<file path="src/rtl/mem_stage.sv">
// Memory stage of the RV32I pipeline: drives the data bus, formats loads
// and fills the MEM/WB registers, stalling upstream while the bus is busy.
module mem_stage #(
    parameter int TIMEOUT = 16
) (
    input  logic        clk,
    input  logic        reset_n,
    input  logic        PIP_read_mem_i,
    input  logic        PIP_write_mem_i,
    input  logic [31:0] PIP_alu_result_i,
    input  logic [31:0] PIP_second_operand_i,
    input  logic [2:0]  PIP_funct3_i,
    input  logic        PIP_use_mem_i,
    input  logic        PIP_write_reg_i,
    input  logic [4:0]  PIP_rd_i,
    output logic        dmem_req_o,
    output logic        dmem_we_o,
    output logic [31:0] dmem_addr_o,
    output logic [31:0] dmem_wdata_o,
    output logic [3:0]  dmem_be_o,
    input  logic        dmem_ack_i,
    input  logic [31:0] dmem_rdata_i,
    output logic        PIP_use_mem_o,
    output logic        PIP_write_reg_o,
    output logic [4:0]  PIP_rd_o,
    output logic [31:0] PIP_alu_result_o,
    output logic [31:0] PIP_mem_data_o,
    output logic        stall_o,
    output logic        misaligned_o,
    output logic        bus_error_o
);

    localparam int CNT_W = $clog2(TIMEOUT + 1);
    localparam logic [CNT_W-1:0] CNT_LAST = CNT_W'(TIMEOUT - 1);

    localparam logic [0:0] IDLE = 1'b0;
    localparam logic [0:0] BUSY = 1'b1;

    logic [0:0]       state;
    logic [0:0]       state_next;
    logic [CNT_W-1:0] cnt;

    logic        pending;
    logic        is_store;
    logic        misaligned;
    logic        req;
    logic        ack;
    logic        timeout_hit;
    logic        stall;
    logic        bubble;
    logic [1:0]  ofs;

    logic        use_mem_p1;
    logic        write_reg_p1;
    logic [4:0]  rd_p1;
    logic [31:0] alu_result_p1;
    logic [31:0] mem_data_p1;
    logic        misaligned_p1;
    logic        bus_error_p1;

    // Sign/zero extension of the addressed byte or halfword of a read word.
    function automatic logic [31:0] format_load(input logic [2:0]  f3,
                                                input logic [1:0]  byte_ofs,
                                                input logic [31:0] word);
        logic [31:0]        shifted;
        logic signed [7:0]  b;
        logic signed [15:0] h;
        shifted = word >> {byte_ofs, 3'b000};
        b = shifted[7:0];
        h = byte_ofs[1] ? word[31:16] : word[15:0];
        case (f3)
            3'b000:  format_load = {{24{b[7]}}, b};
            3'b100:  format_load = {24'b0, b};
            3'b001:  format_load = {{16{h[15]}}, h};
            3'b101:  format_load = {16'b0, h};
            default: format_load = word;
        endcase
    endfunction

    assign ofs      = PIP_alu_result_i[1:0];
    assign pending  = PIP_read_mem_i | PIP_write_mem_i;
    assign is_store = PIP_write_mem_i;

    always_comb begin
        misaligned = 1'b0;
        if (PIP_funct3_i[1:0] == 2'b01)
            misaligned = ofs[0];
        else if (PIP_funct3_i[1:0] == 2'b10)
            misaligned = (ofs != 2'b00);
    end

    // Reset overrides the handshake so an in-flight access is abandoned at once.
    assign req         = reset_n & (((state == IDLE) & pending & ~misaligned) | (state == BUSY));
    assign ack         = req & dmem_ack_i;
    assign timeout_hit = reset_n & (state == BUSY) & ~dmem_ack_i & (cnt == CNT_LAST);
    assign stall       = req & ~dmem_ack_i & ~timeout_hit;
    assign bubble      = stall | timeout_hit | ((state == IDLE) & pending & misaligned);

    always_comb begin
        state_next = state;
        case (state)
            IDLE:    if (req && !dmem_ack_i) state_next = BUSY;
            BUSY:    if (dmem_ack_i || timeout_hit) state_next = IDLE;
            default: state_next = IDLE;
        endcase
    end

    always_comb begin
        dmem_be_o    = 4'b1111;
        dmem_wdata_o = PIP_second_operand_i;
        if (is_store) begin
            case (PIP_funct3_i[1:0])
                2'b00: begin
                    dmem_be_o    = 4'b0001 << ofs;
                    dmem_wdata_o = {4{PIP_second_operand_i[7:0]}};
                end
                2'b01: begin
                    dmem_be_o    = 4'b0011 << ofs;
                    dmem_wdata_o = {2{PIP_second_operand_i[15:0]}};
                end
                default: ;
            endcase
        end
    end

    assign dmem_req_o  = req;
    assign dmem_we_o   = is_store;
    assign dmem_addr_o = {PIP_alu_result_i[31:2], 2'b00};
    assign stall_o     = stall;

    always_ff @(posedge clk) begin
        if (!reset_n) begin
            state <= IDLE;
            cnt   <= '0;
        end else begin
            state <= state_next;
            cnt   <= (state == BUSY && state_next == BUSY) ? cnt + 1'b1 : '0;
        end
    end

    // MEM/WB boundary
    always_ff @(posedge clk) begin
        if (!reset_n) begin
            use_mem_p1    <= 1'b0;
            write_reg_p1  <= 1'b0;
            rd_p1         <= '0;
            alu_result_p1 <= '0;
            mem_data_p1   <= '0;
            misaligned_p1 <= 1'b0;
            bus_error_p1  <= 1'b0;
        end else begin
            misaligned_p1 <= (state == IDLE) & pending & misaligned;
            bus_error_p1  <= timeout_hit;
            if (bubble) begin
                use_mem_p1    <= 1'b0;
                write_reg_p1  <= 1'b0;
                rd_p1         <= '0;
                alu_result_p1 <= '0;
                mem_data_p1   <= '0;
            end else begin
                use_mem_p1    <= PIP_use_mem_i;
                write_reg_p1  <= PIP_write_reg_i;
                rd_p1         <= PIP_rd_i;
                alu_result_p1 <= PIP_alu_result_i;
                mem_data_p1   <= ack ? format_load(PIP_funct3_i, ofs, dmem_rdata_i) : 32'h0;
            end
        end
    end

    assign PIP_use_mem_o    = use_mem_p1;
    assign PIP_write_reg_o  = write_reg_p1;
    assign PIP_rd_o         = rd_p1;
    assign PIP_alu_result_o = alu_result_p1;
    assign PIP_mem_data_o   = mem_data_p1;
    assign misaligned_o     = misaligned_p1;
    assign bus_error_o      = bus_error_p1;

endmodule
</file>
<file path="config.mk">
export PLATFORM = sky130hd
export DESIGN_NAME = mem_stage
export DESIGN_NICKNAME = d
export VERILOG_FILES = /design/src/rtl/mem_stage.sv
export SDC_FILE = /design/constraint.sdc
export NUM_CORES = 1
export LEC_CHECK = 0
export CORE_ASPECT_RATIO = 0.7
export CORE_MARGIN = 1
export CORE_UTILIZATION = 38
export CTS_CLUSTER_DIAMETER = 60
export DETAILED_ROUTE_END_ITERATION = 10
export PLACE_DENSITY = 0.86
export SETUP_SLACK_MARGIN = 0.5
export SKIP_CTS_REPAIR_TIMING = 1
export SLEW_MARGIN = 20
export SYNTH_ARGS = -nofsm -noshare
export SYNTH_HDL_FRONTEND = slang
export SYNTH_SLANG_ARGS = --single-unit
</file>
<file path="constraint.sdc">
create_clock -name clk -period 3.1 [get_ports clk]
set_input_delay 0.465 -clock clk [delete_from_list [all_inputs] [get_ports clk]]
set_output_delay 0.465 -clock clk [all_outputs]
set_load 0.1 [all_outputs]
</file>
; ---- Word level (Yosys, flattened, before mapping)
; Index checks and enable logic that the tools add are counted.
[classes]
add_sub_neg = 1
n_eq_ne = 6
shifts = 3
mux = 11
bitwise_logic = 20
n_reduce_logical = 10
[ops]
columns = cell, count
row1 = 32-bit case mux with 4 select lines, 1
row2 = 32-bit case mux with 2 select lines, 1
row3 = 32-bit two-way mux, 1
row4 = 32-bit by 5-bit right shift with 8-bit output, 1
row5 = 16-bit two-way mux, 1
row6 = 1-bit AND, 10
row7 = 4-bit case mux with 2 select lines, 1
row8 = 3-bit == test (second input constant), 2
row9 = 1-bit inverter, 6
row10 = 5-bit by 1-bit adder with 5-bit output (second input constant), 1
row11 = 5-bit by 4-bit == test with 1-bit output (second input constant), 1
row12 = 1-bit two-way mux, 4
row13 = 4-bit two-way mux, 1
row14 = 1-bit bitwise OR, 4
row15 = 1-bit by 2-bit left shift with 4-bit output (first input constant), 1
row16 = 2-bit by 2-bit left shift with 4-bit output (first input constant), 1
row17 = 3-bit by 1-bit == test with 1-bit output (second input constant), 1
row18 = 3-bit logical NOT, 1
row19 = 3-bit OR reduction, 1
row20 = 2-bit by 1-bit == test with 1-bit output (second input constant), 1
row21 = 2-bit == test (second input constant), 1
row22 = 1-bit logical AND, 2
row23 = 2-bit logical NOT, 1
row24 = 1-bit case mux with 2 select lines, 1
row25 = 5 further kinds, 5
[totals]
regBits = 79
out_inout_bits = 144
elab_cells = 60

; ---- Logic depth before layout (Yosys ltp)
[depth]
ltp_word = 12
mapped_depth = 6

; ---- Worst setup path before layout
; Ideal clock, no wire load.
[synth_path]
kind = input -> output
start = in PIP_write_mem_i
end = out stall_o
arrival_time_ps = 3155
required_time_ps = 2635
path_slack_ps = -520
path_stages = 5
path_buffers = 2
cell_sequence = or3_1 clkbuf_1 buf_2 o211ai_1 nor3_1
[synth_between]
elab_chain_cells = 7
[synth_lines]
columns = item, line
row1 = from (decl), 9  ; input logic PIP_write_mem_i,
row2 = 1-bit bitwise OR, 81  ; assign pending = PIP_read_mem_i | PIP_write_mem_i;
row3 = 1-bit AND (2 in series), 93  ; assign req = reset_n & (((state == IDLE) & pending & ~misaligned) | (state == BUSY));
row4 = 1-bit bitwise OR, 93
row5 = 1-bit AND, 93
row6 = 1-bit AND (2 in series), 96  ; assign stall = req & ~dmem_ack_i & ~timeout_hit;
row7 = to (decl), 28  ; output logic stall_o,
; No other way between the ends.

; ---- Final worst setup path
[layout_path]
start = in PIP_alu_result_i[1]
end = out dmem_be_o[3]
[layout_between]
elab_chain_cells = 3
[layout_lines]
columns = item, line
row1 = from (decl), 10  ; input logic [31:0] PIP_alu_result_i,
row2 = 2-bit by 2-bit left shift with 4-bit output or 1-bit by 2-bit left shift with 4-bit output (tied branches), "118, 114"
row3 = 4-bit case mux with 2 select lines *, 112  ; case (PIP_funct3_i[1:0])
row4 = 4-bit two-way mux *, 111  ; if (is_store) begin
row5 = to (decl), 20  ; output logic [3:0] dmem_be_o,
; Mark *: on every way between the ends. The rest lies on a longest branch, timed or not.

==> flow_metrics.env <==
export IMPL_hold_path_startpoint="cnt[0]"
export IMPL_ys_types=47
export IMPL_vias=3663
export IMPL_setup_violations=0
export IMPL_detail_route_iter0_violations=276
export IMPL_reg2reg_from="state"
export IMPL_routed_wl_mm=11.8
export IMPL_cp_end_kind="primary output"
export IMPL_place_inst=730
export IMPL_n_antenna_cell=0
export IMPL_clockPowerShare_pct=31.4
export IMPL_total_power_mw=3.59
export IMPL_synth_top_area_share_pct=43.1
export IMPL_crit_type="in2out"
export IMPL_max_freq_mhz=396
export IMPL_cp_startpoint="PIP_alu_result_i[1]"
export IMPL_cp_start_kind="input port"
export IMPL_path_cells="clkdlybuf4s50_1, nor2b_1, and2_1, or3b_1, buf_12"
export IMPL_power_density_mw_per_mm2=562
export IMPL_synth_area_leaders="dfxtp_1, buf_4, a21oi_1, nand2_1, mux2_2"
export IMPL_synth_warnings=0
export IMPL_clockBufferDepth=2
export IMPL_status="completed"
export IMPL_clock_sinks=79
export IMPL_area_growth_pct=73.6
export IMPL_period_needed_ps=2520
export IMPL_design_area_sq_mm=0.00638
export IMPL_dp_final_hpwl_mm=9.28
export IMPL_cts_root_buffer="clkbuf_16"
export IMPL_cts_buffers=9
export IMPL_critical_path_max_stage_delay_ps=560
export IMPL_syn_inst=414
export IMPL_swShare_pct=38.8
export IMPL_p_int_mw=2.20
export IMPL_die_w_microns=120
export IMPL_finalCritPeriodShare_pct=81.4
export IMPL_viasPerCell=4.90
export IMPL_ant_nets=0
export IMPL_final_hold_violation_count=0
export IMPL_drv_slew=0
export IMPL_cap_violations=0
export IMPL_place_area_sq_mm=0.00603
export IMPL_timing_hold_ws_ps=467
export IMPL_crit_slowest_cell="clkdlybuf4s50_1"
export IMPL_p_switching_mw=1.39
export IMPL_cp_required_ps=2630
export IMPL_grt_pass1_wl_mm=18.2
export IMPL_yosysTopAreaCell="dfxtp_1"
export IMPL_skew_ps=5.07
export IMPL_seqPwrFrac_pct=30.0
export IMPL_h_tree_depth=3
export IMPL_dieArea_sq_mm=0.0101
export IMPL_worstMarginPinSlew_ps=956
export IMPL_cpLargestDelayFamily="simple AND/OR/NAND/NOR gates"
export IMPL_first_pass_iters=5
export IMPL_ys_seq_elements=79
export IMPL_cts_tree="done"
export IMPL_nets=731
export IMPL_ys_async_sr_fraction_pct=0
export IMPL_synth_avg_cell_area_sq_um=8.87
export IMPL_irDropWorstVdd_mv=0.356
export IMPL_antenna_found_initial=0
export IMPL_synth_edf_count=0
export IMPL_layout_drive_gt1_share_pct=33.2
export IMPL_netlist_area_sq_mm=0.00367
export IMPL_io_buffer_count=252
export IMPL_route_detailed_drc=0
export IMPL_clkTransAtPathRegs_ps=60
export IMPL_p_leak_nw=2.80
export IMPL_post_drt_wl_per_cell_microns=15.8
export IMPL_insertion_delay_ps=330
export IMPL_crit_buf_inv=2
export IMPL_ys_seq_area_share_pct=43.1
export IMPL_setup_tns_ps=0
export IMPL_critical_path_arrival_ps=2060
export IMPL_ys_flop_type="dfxtp_1"
export IMPL_gp_congestion=0.837
export IMPL_path_max_fanout=7
export IMPL_overflow=0
export IMPL_first_global_vias=3596
export IMPL_min_path_type="reg2reg"
export IMPL_track_usage_pct=23.0
export IMPL_comb_power_share_pct=38.7
export IMPL_io_pins=255
export IMPL_final_cell_count_no_fill=747
export IMPL_rsz0062_at_grt="yes"
export IMPL_grt_max_degree=42
export IMPL_core_area_sq_mm=0.00922
export IMPL_max_slew_margin_pct=36.1
export IMPL_die_h_microns=84.3
export IMPL_initial_core_util_pct=39.9
export IMPL_num_rows=29
[sequential cells by signal, summed over array words and instances, names as in the netlist]
name,cells
PIP_use_mem_o,1
PIP_alu_result_o,32
PIP_rd_o,5
misaligned_o,1
state,1
bus_error_o,1
cnt,5
PIP_write_reg_o,1
PIP_mem_data_o,32
[worst reg2reg max path: cells and delay by family, from the launching register on]
family,cells,cell delay [ps]
buffers and inverters,2,640
AOI/OAI and AO/OA,1,170
and+or+nand+nor,2,490
DFF,1,430
[cell usage after synthesis, drive strengths merged, types with 2 or more instances]
library cell and n:
dfxtp 79, nand2 70, a21oi 64, buf 57
mux2 21, clkbuf 15, nor2 13, mux2i 12
o21ai 11, a211oi 7, a22oi 7, o22ai 7
nor2b 5, inv 4, nand3 4, o21bai 4
a21o 3, nand2b 3, a22o 2, and2 2
ha 2, nand3b 2, nor3 2, nor4bb 2
or3 2
[power by group through the flow]
stage                     clock (mW)  sequential [mW]  combinational [mW]
after global placement             0             1.09                1.37
final                           1.12             1.07                1.39
after CTS                       1.14             1.07                1.39
after global routing            1.19             1.08                1.43
after floorplan                    0             1.41               0.660
after detailed placement           0             1.10                1.38
[metal layers]
metal  track usage (%)  wire length (microns)  up-vias
li1                  -                      -     1797
met1              26.0                   4640     1677
met2              42.0                   6050      178
met3              6.73                    932       11
met4              6.36                    145        0
met5                 0                      0        -
[final cells by class]
cell class / instances / area (sq um)
Multi-Input combinational cell: 260 / 1660
Inverter: 4 / 15.0
Tap cell: 124 / 155
Timing Repair Buffer: 264 / 2650
Sequential cell: 79 / 1580
Fill cell: 731 / 2840
Clock inverter: 5 / 81.3
Clock buffer: 11 / 243
[stage by stage]
stage | worst slack [ps] | utilization, %
2_1_floorplan | 266 | -
3_3_place_gp | 472 | 65.5
3_5_place_dp | 424 | 65.5
4_1_cts | 423 | 69.0
5_1_grt | 490 | 69.2
6_report | 577 | 69.2
[worst paths after layout]
| check | end | slack [ps] | depth (start not counted) |
|---|---|---|---|
| worst min register to register | cnt[0] | 470 | 1 |
| worst min-delay path | cnt[0] | 470 | 1 |
| worst max register to register | PIP_mem_data_o[6] | 1280 | 5 |
| worst max-delay path | dmem_be_o[3] | 580 | 5 |
[kinds of logic after synthesis]
group	after synthesis	synth area share, %
other cells	1	0.102
fa+ha+maj	2	0.681
mux	34	10.3
compound gates	111	19.2
flops	79	43.1
simple gates	109	13.1
xor+xnor	2	0.477
buf+inv	76	13.0
[placed cells by master (no fill, tap or decap), types with 8 or more instances in the layout]
cell type	Yosys	layout
buf_4	43	121
clkdlybuf4s50_1	0	109
dfxtp_1	79	79
nand2_1	70	70
a21oi_1	54	54
buf_12	0	30
mux2_2	13	13
mux2i_1	12	12
nor2_1	12	12
a21oi_2	10	10
clkbuf_16	0	9
mux2_1	8	8
Note: power is estimated with default switching activity, not from simulation.
